===== config.mk =====
export PLATFORM = sky130hd
export DESIGN_NAME = uart_host_link
export DESIGN_NICKNAME = d
export VERILOG_FILES = /design/src/rtl/uart_host_link.sv
export SDC_FILE = /design/constraint.sdc
export NUM_CORES = 1
export LEC_CHECK = 0
export BUFFER_PORTS_ARGS = -buffer_cell sky130_fd_sc_hd__buf_2
export CORE_MARGIN = 1.5
export CORE_UTILIZATION = 35
export CTS_CLUSTER_SIZE = 14
export DETAILED_ROUTE_END_ITERATION = 8
export PLACE_DENSITY = 0.54
export SYNTH_ARGS = -nofsm -noshare
export SYNTH_HDL_FRONTEND = slang
export SYNTH_SLANG_ARGS = --single-unit

===== constraint.sdc =====
create_clock -name clk -period 10.1 [get_ports clk]
set_input_delay 2.02 -clock clk [delete_from_list [all_inputs] [get_ports clk]]
set_output_delay 2.02 -clock clk [all_outputs]
set_load 0.01 [all_outputs]

===== src/rtl/uart_host_link.sv =====
// rtl/uart_host_link.sv - host-side UART endpoint: sends two operands, waits for one result byte
module uart_host_link #(
  parameter int CLKS_PER_BIT   = 10417,
  parameter int TIMEOUT_CYCLES = 2000000
) (
  input  logic       clk,
  input  logic       rst,
  input  logic       start,
  input  logic [7:0] op1,
  input  logic [7:0] op2,
  output logic       uart_tx,
  input  logic       uart_rx,
  output logic       busy,
  output logic       done,
  output logic [7:0] result,
  output logic       timeout
);

  localparam int CW = $clog2(CLKS_PER_BIT);
  localparam int TW = $clog2(TIMEOUT_CYCLES + 1);
  localparam logic [CW-1:0] LP_BIT_LAST  = CW'(CLKS_PER_BIT - 1);
  localparam logic [CW-1:0] LP_HALF_LAST = CW'(CLKS_PER_BIT / 2 - 1);
  localparam logic [TW-1:0] LP_TO_LAST   = TW'(TIMEOUT_CYCLES - 1);

  localparam logic [1:0] S_IDLE     = 2'd0;
  localparam logic [1:0] S_TX_OP1   = 2'd1;
  localparam logic [1:0] S_TX_OP2   = 2'd2;
  localparam logic [1:0] S_WAIT_RES = 2'd3;

  localparam logic [1:0] RX_IDLE  = 2'd0;
  localparam logic [1:0] RX_START = 2'd1;
  localparam logic [1:0] RX_DATA  = 2'd2;
  localparam logic [1:0] RX_STOP  = 2'd3;

  logic [1:0]    r_state;
  logic [7:0]    r_op1;
  logic [7:0]    r_op2;
  logic [CW-1:0] r_tx_clk;
  logic [3:0]    r_tx_bit;
  logic          r_uart_tx;
  logic          r_busy;
  logic          r_done;
  logic          r_timeout;
  logic [7:0]    r_result;
  logic [TW-1:0] r_to_cnt;

  logic          r_rx_s1;
  logic          r_rx_s2;
  logic          r_rx_prev;
  logic [1:0]    r_rx_state;
  logic [CW-1:0] r_rx_clk;
  logic [2:0]    r_rx_bit;
  logic [7:0]    r_rx_shift;

  logic [7:0]    w_cur_op;
  logic          w_next_bit;
  logic          w_rx_valid;

  assign uart_tx = r_uart_tx;
  assign busy    = r_busy;
  assign done    = r_done;
  assign result  = r_result;
  assign timeout = r_timeout;

  // Line level for the bit after the current one: data bits d0..d7, then the stop bit.
  always_comb begin
    w_cur_op   = (r_state == S_TX_OP1) ? r_op1 : r_op2;
    w_next_bit = 1'b1;
    if (r_tx_bit < 4'd8) begin
      w_next_bit = w_cur_op[r_tx_bit[2:0]];
    end
  end

  // A frame is good when the stop-bit centre sample is high.
  assign w_rx_valid = (r_rx_state == RX_STOP) && (r_rx_clk == LP_BIT_LAST) && r_rx_s2;

  // Transaction FSM: transmits op1/op2 back to back, then waits for result or timeout.
  always_ff @(posedge clk or posedge rst) begin
    if (rst) begin
      r_state   <= S_IDLE;
      r_op1     <= 8'h00;
      r_op2     <= 8'h00;
      r_tx_clk  <= '0;
      r_tx_bit  <= 4'd0;
      r_uart_tx <= 1'b1;
      r_busy    <= 1'b0;
      r_done    <= 1'b0;
      r_timeout <= 1'b0;
      r_result  <= 8'h00;
      r_to_cnt  <= '0;
    end else begin
      r_done    <= 1'b0;
      r_timeout <= 1'b0;
      case (r_state)
        S_IDLE: begin
          if (start) begin
            r_op1     <= op1;
            r_op2     <= op2;
            r_tx_clk  <= '0;
            r_tx_bit  <= 4'd0;
            r_uart_tx <= 1'b0;
            r_busy    <= 1'b1;
            r_state   <= S_TX_OP1;
          end
        end
        S_TX_OP1, S_TX_OP2: begin
          if (r_tx_clk == LP_BIT_LAST) begin
            r_tx_clk <= '0;
            if (r_tx_bit == 4'd9) begin
              r_tx_bit <= 4'd0;
              if (r_state == S_TX_OP1) begin
                r_uart_tx <= 1'b0;
                r_state   <= S_TX_OP2;
              end else begin
                r_uart_tx <= 1'b1;
                r_to_cnt  <= '0;
                r_state   <= S_WAIT_RES;
              end
            end else begin
              r_tx_bit  <= r_tx_bit + 4'd1;
              r_uart_tx <= w_next_bit;
            end
          end else begin
            r_tx_clk <= r_tx_clk + 1'b1;
          end
        end
        default: begin
          // A good frame in the same cycle as expiry takes priority.
          if (w_rx_valid) begin
            r_result <= r_rx_shift;
            r_done   <= 1'b1;
            r_busy   <= 1'b0;
            r_state  <= S_IDLE;
          end else if (r_to_cnt == LP_TO_LAST) begin
            r_timeout <= 1'b1;
            r_busy    <= 1'b0;
            r_state   <= S_IDLE;
          end else begin
            r_to_cnt <= r_to_cnt + 1'b1;
          end
        end
      endcase
    end
  end

  // Two-flop synchroniser plus one delayed copy for falling-edge detection.
  always_ff @(posedge clk or posedge rst) begin
    if (rst) begin
      r_rx_s1   <= 1'b1;
      r_rx_s2   <= 1'b1;
      r_rx_prev <= 1'b1;
    end else begin
      r_rx_s1   <= uart_rx;
      r_rx_s2   <= r_rx_s1;
      r_rx_prev <= r_rx_s2;
    end
  end

  // Free-running receiver: start-bit recheck at half period, then centre sampling.
  always_ff @(posedge clk or posedge rst) begin
    if (rst) begin
      r_rx_state <= RX_IDLE;
      r_rx_clk   <= '0;
      r_rx_bit   <= 3'd0;
      r_rx_shift <= 8'h00;
    end else begin
      case (r_rx_state)
        RX_IDLE: begin
          if (!r_rx_s2 && r_rx_prev) begin
            r_rx_clk   <= '0;
            r_rx_state <= RX_START;
          end
        end
        RX_START: begin
          if (r_rx_clk == LP_HALF_LAST) begin
            r_rx_clk   <= '0;
            r_rx_bit   <= 3'd0;
            r_rx_state <= r_rx_s2 ? RX_IDLE : RX_DATA;
          end else begin
            r_rx_clk <= r_rx_clk + 1'b1;
          end
        end
        RX_DATA: begin
          if (r_rx_clk == LP_BIT_LAST) begin
            r_rx_clk   <= '0;
            r_rx_shift <= {r_rx_s2, r_rx_shift[7:1]};
            if (r_rx_bit == 3'd7) begin
              r_rx_state <= RX_STOP;
            end else begin
              r_rx_bit <= r_rx_bit + 3'd1;
            end
          end else begin
            r_rx_clk <= r_rx_clk + 1'b1;
          end
        end
        default: begin
          // Re-arm at the stop-bit centre whether or not the frame was good.
          if (r_rx_clk == LP_BIT_LAST) begin
            r_rx_clk   <= '0;
            r_rx_state <= RX_IDLE;
          end else begin
            r_rx_clk <= r_rx_clk + 1'b1;
          end
        end
      endcase
    end
  end

endmodule


== Word-level counts from Yosys, hierarchy flattened ==
Cells that the tools add are included.
W data, S select, Z words.
Storage, ports and cells
  register bits after elaboration: 99
  output and inout port bits: 12
Operators by class
  $add $sub $neg: 5
  mux-type cells: 53
  $lt $le $gt $ge: 2
  eq/ne operators: 22
  reduce and logical (&&, ||, !) cells: 23
  bitwise operators: 3
Operators with widths (count)
  $mux W21: 5
  $mux W14: 5
  $pmux W14 S2: 2
  $pmux W21 S2: 1
  $add A14 B1 Y14 const B: 2
  $eq A14 B14 Y1 const B: 2
  $mux W2: 11
  $add A21 B1 Y21 const B: 1
  $eq A21 B21 Y1 const B: 1
  $ne A2 B2 Y1 const B: 9
  $mux W1: 15
  $eq A14 B13 Y1 const B: 1
  $mux W4: 3
  $mux W3: 3
  $mux W8: 1
  $pmux W4 S2: 1
  $reduce_and A2 Y1: 4
  $reduce_and A4 Y1: 2
  $eq A2 B2 Y1 const B: 3
  $pmux W2 S3: 1
  $pmux W3 S2: 1
  $reduce_and A3 Y1: 2
  $reduce_and A6 Y1: 1
  $reduce_bool A3 Y1: 2
  20 further kinds: 29

== Depth between registers and ports, before layout ==
  word-level depth: 8
  mapped depth: 10
  depth with buffers taken out: 8

== Least setup slack after synthesis ==
OpenSTA, ideal clock, no wires.
  kind: input -> register
  start: in start
  end: reg r_tx_clk[13]
  cell stages on the path: 7
  path slack: 6.971 ns
  buffers on the path: 1
  arrival time: 2.997 ns
  path through: inv_1 a21oi_1 clkbuf_1 and3_1 nand4_1 xor2_1 nor2_1
On the way
  cells in the longest elaborated chain, start to end: 2
RTL lines
  from (decl): RTL line 8  | input logic start,
  $ne A2 B2 Y1 (no line)
  $reduce_and A2 Y1 (no line)
  to (signal assigned): RTL line 124  | r_tx_clk <= r_tx_clk + 1'b1;
  to (decl): RTL line 38  | logic [CW-1:0] r_tx_clk;
Every way passes these cells.
A chain may end at the register's enable or synchronous reset.

== Worst setup path after layout ==
  start: in start
  end: reg r_tx_bit[0]
On the way
  cells in the longest elaborated chain, start to end: 2
RTL lines
  $ne A2 B2 Y1 (no line)
  $reduce_and A3 Y1 (no line)
  to (signal assigned): RTL line 120  | r_tx_bit <= r_tx_bit + 4'd1;
  to (decl): RTL line 39  | logic [3:0] r_tx_bit;
Every way passes these cells.

==> results.cfg <==
[floorplanning]
core_sq_um = 13800
die_area_sq_um = 14800
boundaryPins = 32
fp.dieH_microns = 122
start_util_pct = 35.7
fp-row-count = 43
die_x_microns = 122

[place]
post-dp-hpwl_microns = 6720
place_inst = 670
gp_congestion = 0.801
pre_cts_slack_ns = 6.45
port_buffers = 31
placed_cell_area_sq_um = 5290

[min_path]
min_path_type = register to register
hp-start = r_rx_s1

[synthesis]
synthArstFlopShare_pct = 100
syn_nets = 501
synth_compound_area_share_pct = 6.87
muxShareOfSynthArea_pct = 10.5
ys.flop_type = dfrtp_1
synth_top_family_by_area = simple AND/OR/NAND/NOR gates
synth-simple-area-share_pct = 20.3
syn_area_sq_um = 4920
yosysSeqAreaShare_pct = 50.5
syn_area_per_cell_sq_um = 10.5
yosys_warnings = 0
ys_types = 49
synth_xor_xnor_area_share_pct = 5.88
synthAdderAreaFrac_pct = 3.31
postSynthCellCount = 468
synth-edff-count = 0
ys_seq_elements = 99

[final_layout]
final_cell_mix = dfrtp_1, nor2_1, nand2_1, mux2_2, buf_2
stdcell_area_sq_um = 5590
stdcell_count = 686
syn2layout_area_growth_pct = 13.7
final_common_cell = dfrtp_1
final_nets = 534
layout-drive-gt1-share_pct = 19.8
antenna_cells = 0

[global_routing]
grt_pass1_vias = 3552
grt_max_degree = 83
grt_usage_pct = 14.8
antenna_found_initial = 0
grt_pass1_wl_microns = 17300
grt_overflow = 0

[timing]
clock_skew_ns = 0.00907
slew-limit-headroom_pct = 31.0
drv_slew = 0
setup_slack_ns = 6.80
setup-tns-final_ns = 0
rsz0062_at_grt = false
fmax_ghz = 0.303
max_slew.worst_pin.slew_ns = 1.03
hold_viol = 0
period_minus_slack_ns = 3.30
setup_viol_count_final = 0
period_share_pct = 32.6

[power]
clkPwrFrac_pct = 42.6
peakVddDrop_mv = 0.0737
switching_share_pct = 25.4
intPower_uw = 603
p_sw_uw = 205
combPwrFrac_pct = 6.4
p_leak_nw = 2.61
seqPwrFrac_pct = 51.0
powerDensity_nw_per_um2 = 144

[routing]
dr.pass1.iters = 4
viasPerCell = 5.11
ant_nets = 0
drtIter0Drc = 176
drt_wl_total_microns = 9710
drc = 0
num_vias = 3507
routedWlPerCell_microns = 14.2

[clock_tree]
numCtsBuffers = 9
cts_setup_buffers = 0
cts_buffer_depth = 2
clk_pin_slew_ns = 0.07
cts-hold-fix-buffers = 0
ctsResizeCount = 0
cts_root_buf = clkbuf_16
cts_sinks = 99
htree_levels = 3
clock_latency_ns = 0.35
cts_tree = done

[worst_setup_path]
path_common_cell = nand2_1
cpLargestDelayFamily = simple AND/OR/NAND/NOR gates
crit_chain = buf_2, nand2_1, o21ai_0, nand2_1, nor2_1, mux2_2
worstReg2RegStart = r_tx_clk[2]
crit_fanout = 18
end_kind = register
critical_path.max_stage_delay_ns = 0.53
reg2reg_slack_ns = 6.99
critPathLaunch = start
crit_path_start_kind = input port
critical_path_buf_inv_count = 1
arrival_ns = 3.53
cp.required_ns = 10.34
path_class = input port to register
cp_slowest_cell = nand2_1

[outcome]
status = finished clean

[flow_run]
drv_cap = 0
cell families (layout without fill, tap and decap cells):
kind of cell	count (synthesis)	after routing
AOI/OAI and AO/OA	53	53
DFF	99	99
xor gates and xnor gates	33	33
buffers and inverters	35	73
adders and majority gates	13	13
and+or+nand+nor	193	193
muxes	42	42
synthesized netlist by cell type, types with 5 or more instances:
cell / n / area, sq um
o31ai_1: 5 / 37.5
nor3_1: 17 / 85.1
inv_1: 22 / 82.6
and3_1: 12 / 75.1
mux2_2: 35 / 394
a21oi_1: 11 / 55.1
ha_1: 13 / 163
or3_1: 6 / 37.5
nor2_1: 53 / 199
clkbuf_1: 13 / 48.8
nand4_1: 15 / 93.8
nand2_1: 35 / 131
nand3_1: 22 / 110
o21ai_0: 23 / 115
xnor2_1: 20 / 175
dfrtp_1: 95 / 2380
xor2_1: 13 / 114
power groups by stage:
| stage | registers (mW) | clock network [mW] | logic, mW |
|---|---|---|---|
| 6_report | 0.412 | 0.344 | 0.0517 |
| 5_1_grt | 0.414 | 0.373 | 0.0621 |
| 4_1_cts | 0.412 | 0.358 | 0.0537 |
| 3_5_place_dp | 0.420 | 0 | 0.0535 |
| 3_3_place_gp | 0.420 | 0 | 0.0525 |
| 2_1_floorplan | 0.418 | 0 | 0.0386 |
final cells by class:
class / count / area (sq um)
Tap cell: 180 / 225
Clock buffer: 10 / 239
Clock inverter: 6 / 65.1
Timing Repair Buffer: 35 / 185
Inverter: 22 / 85.1
Fill cell: 1381 / 8180
Sequential cell: 99 / 2480
Multi-Input combinational cell: 334 / 2310
flip-flops by register name, indices dropped and copies added, names as in the netlist, 3 cells and up:
name	flops
r_to_cnt	21
r_tx_bit	4
r_rx_shift	8
r_op1	8
result	8
r_rx_clk	14
r_rx_bit	3
r_tx_clk	14
r_op2	8
worst paths after layout:
kind	to	cells after the start
worst min-delay path	r_rx_s2	0
min in group asynchronous	r_tx_bit[3]	2
worst min register to register	r_rx_s2	0
worst max-delay path	r_tx_bit[0]	6
max in group asynchronous	r_rx_clk[10]	3
worst max register to register	r_to_cnt[11]	6
stage by stage:
step | total power, mW | utilization [%] | hold WS, ns
6_report | 0.808 | 40.6 | 0.360
2_1_floorplan | 0.457 | - | 0.345
4_1_cts | 0.824 | 40.6 | 0.363
3_3_place_gp | 0.472 | 38.4 | 0.349
5_1_grt | 0.849 | 40.6 | 0.371
3_5_place_dp | 0.473 | 38.4 | 0.351
routing by layer:
metal  vias to the layer above  share of wire, %  global-route usage, %
li1                       1718                 -                      -
met1                      1739                49                   20.6
met2                        40                46                   22.6
met3                        10               3.5                   3.32
met4                         0               1.6                   5.66
met5                         -                 0                      0
(Power assumes the default switching activity.)
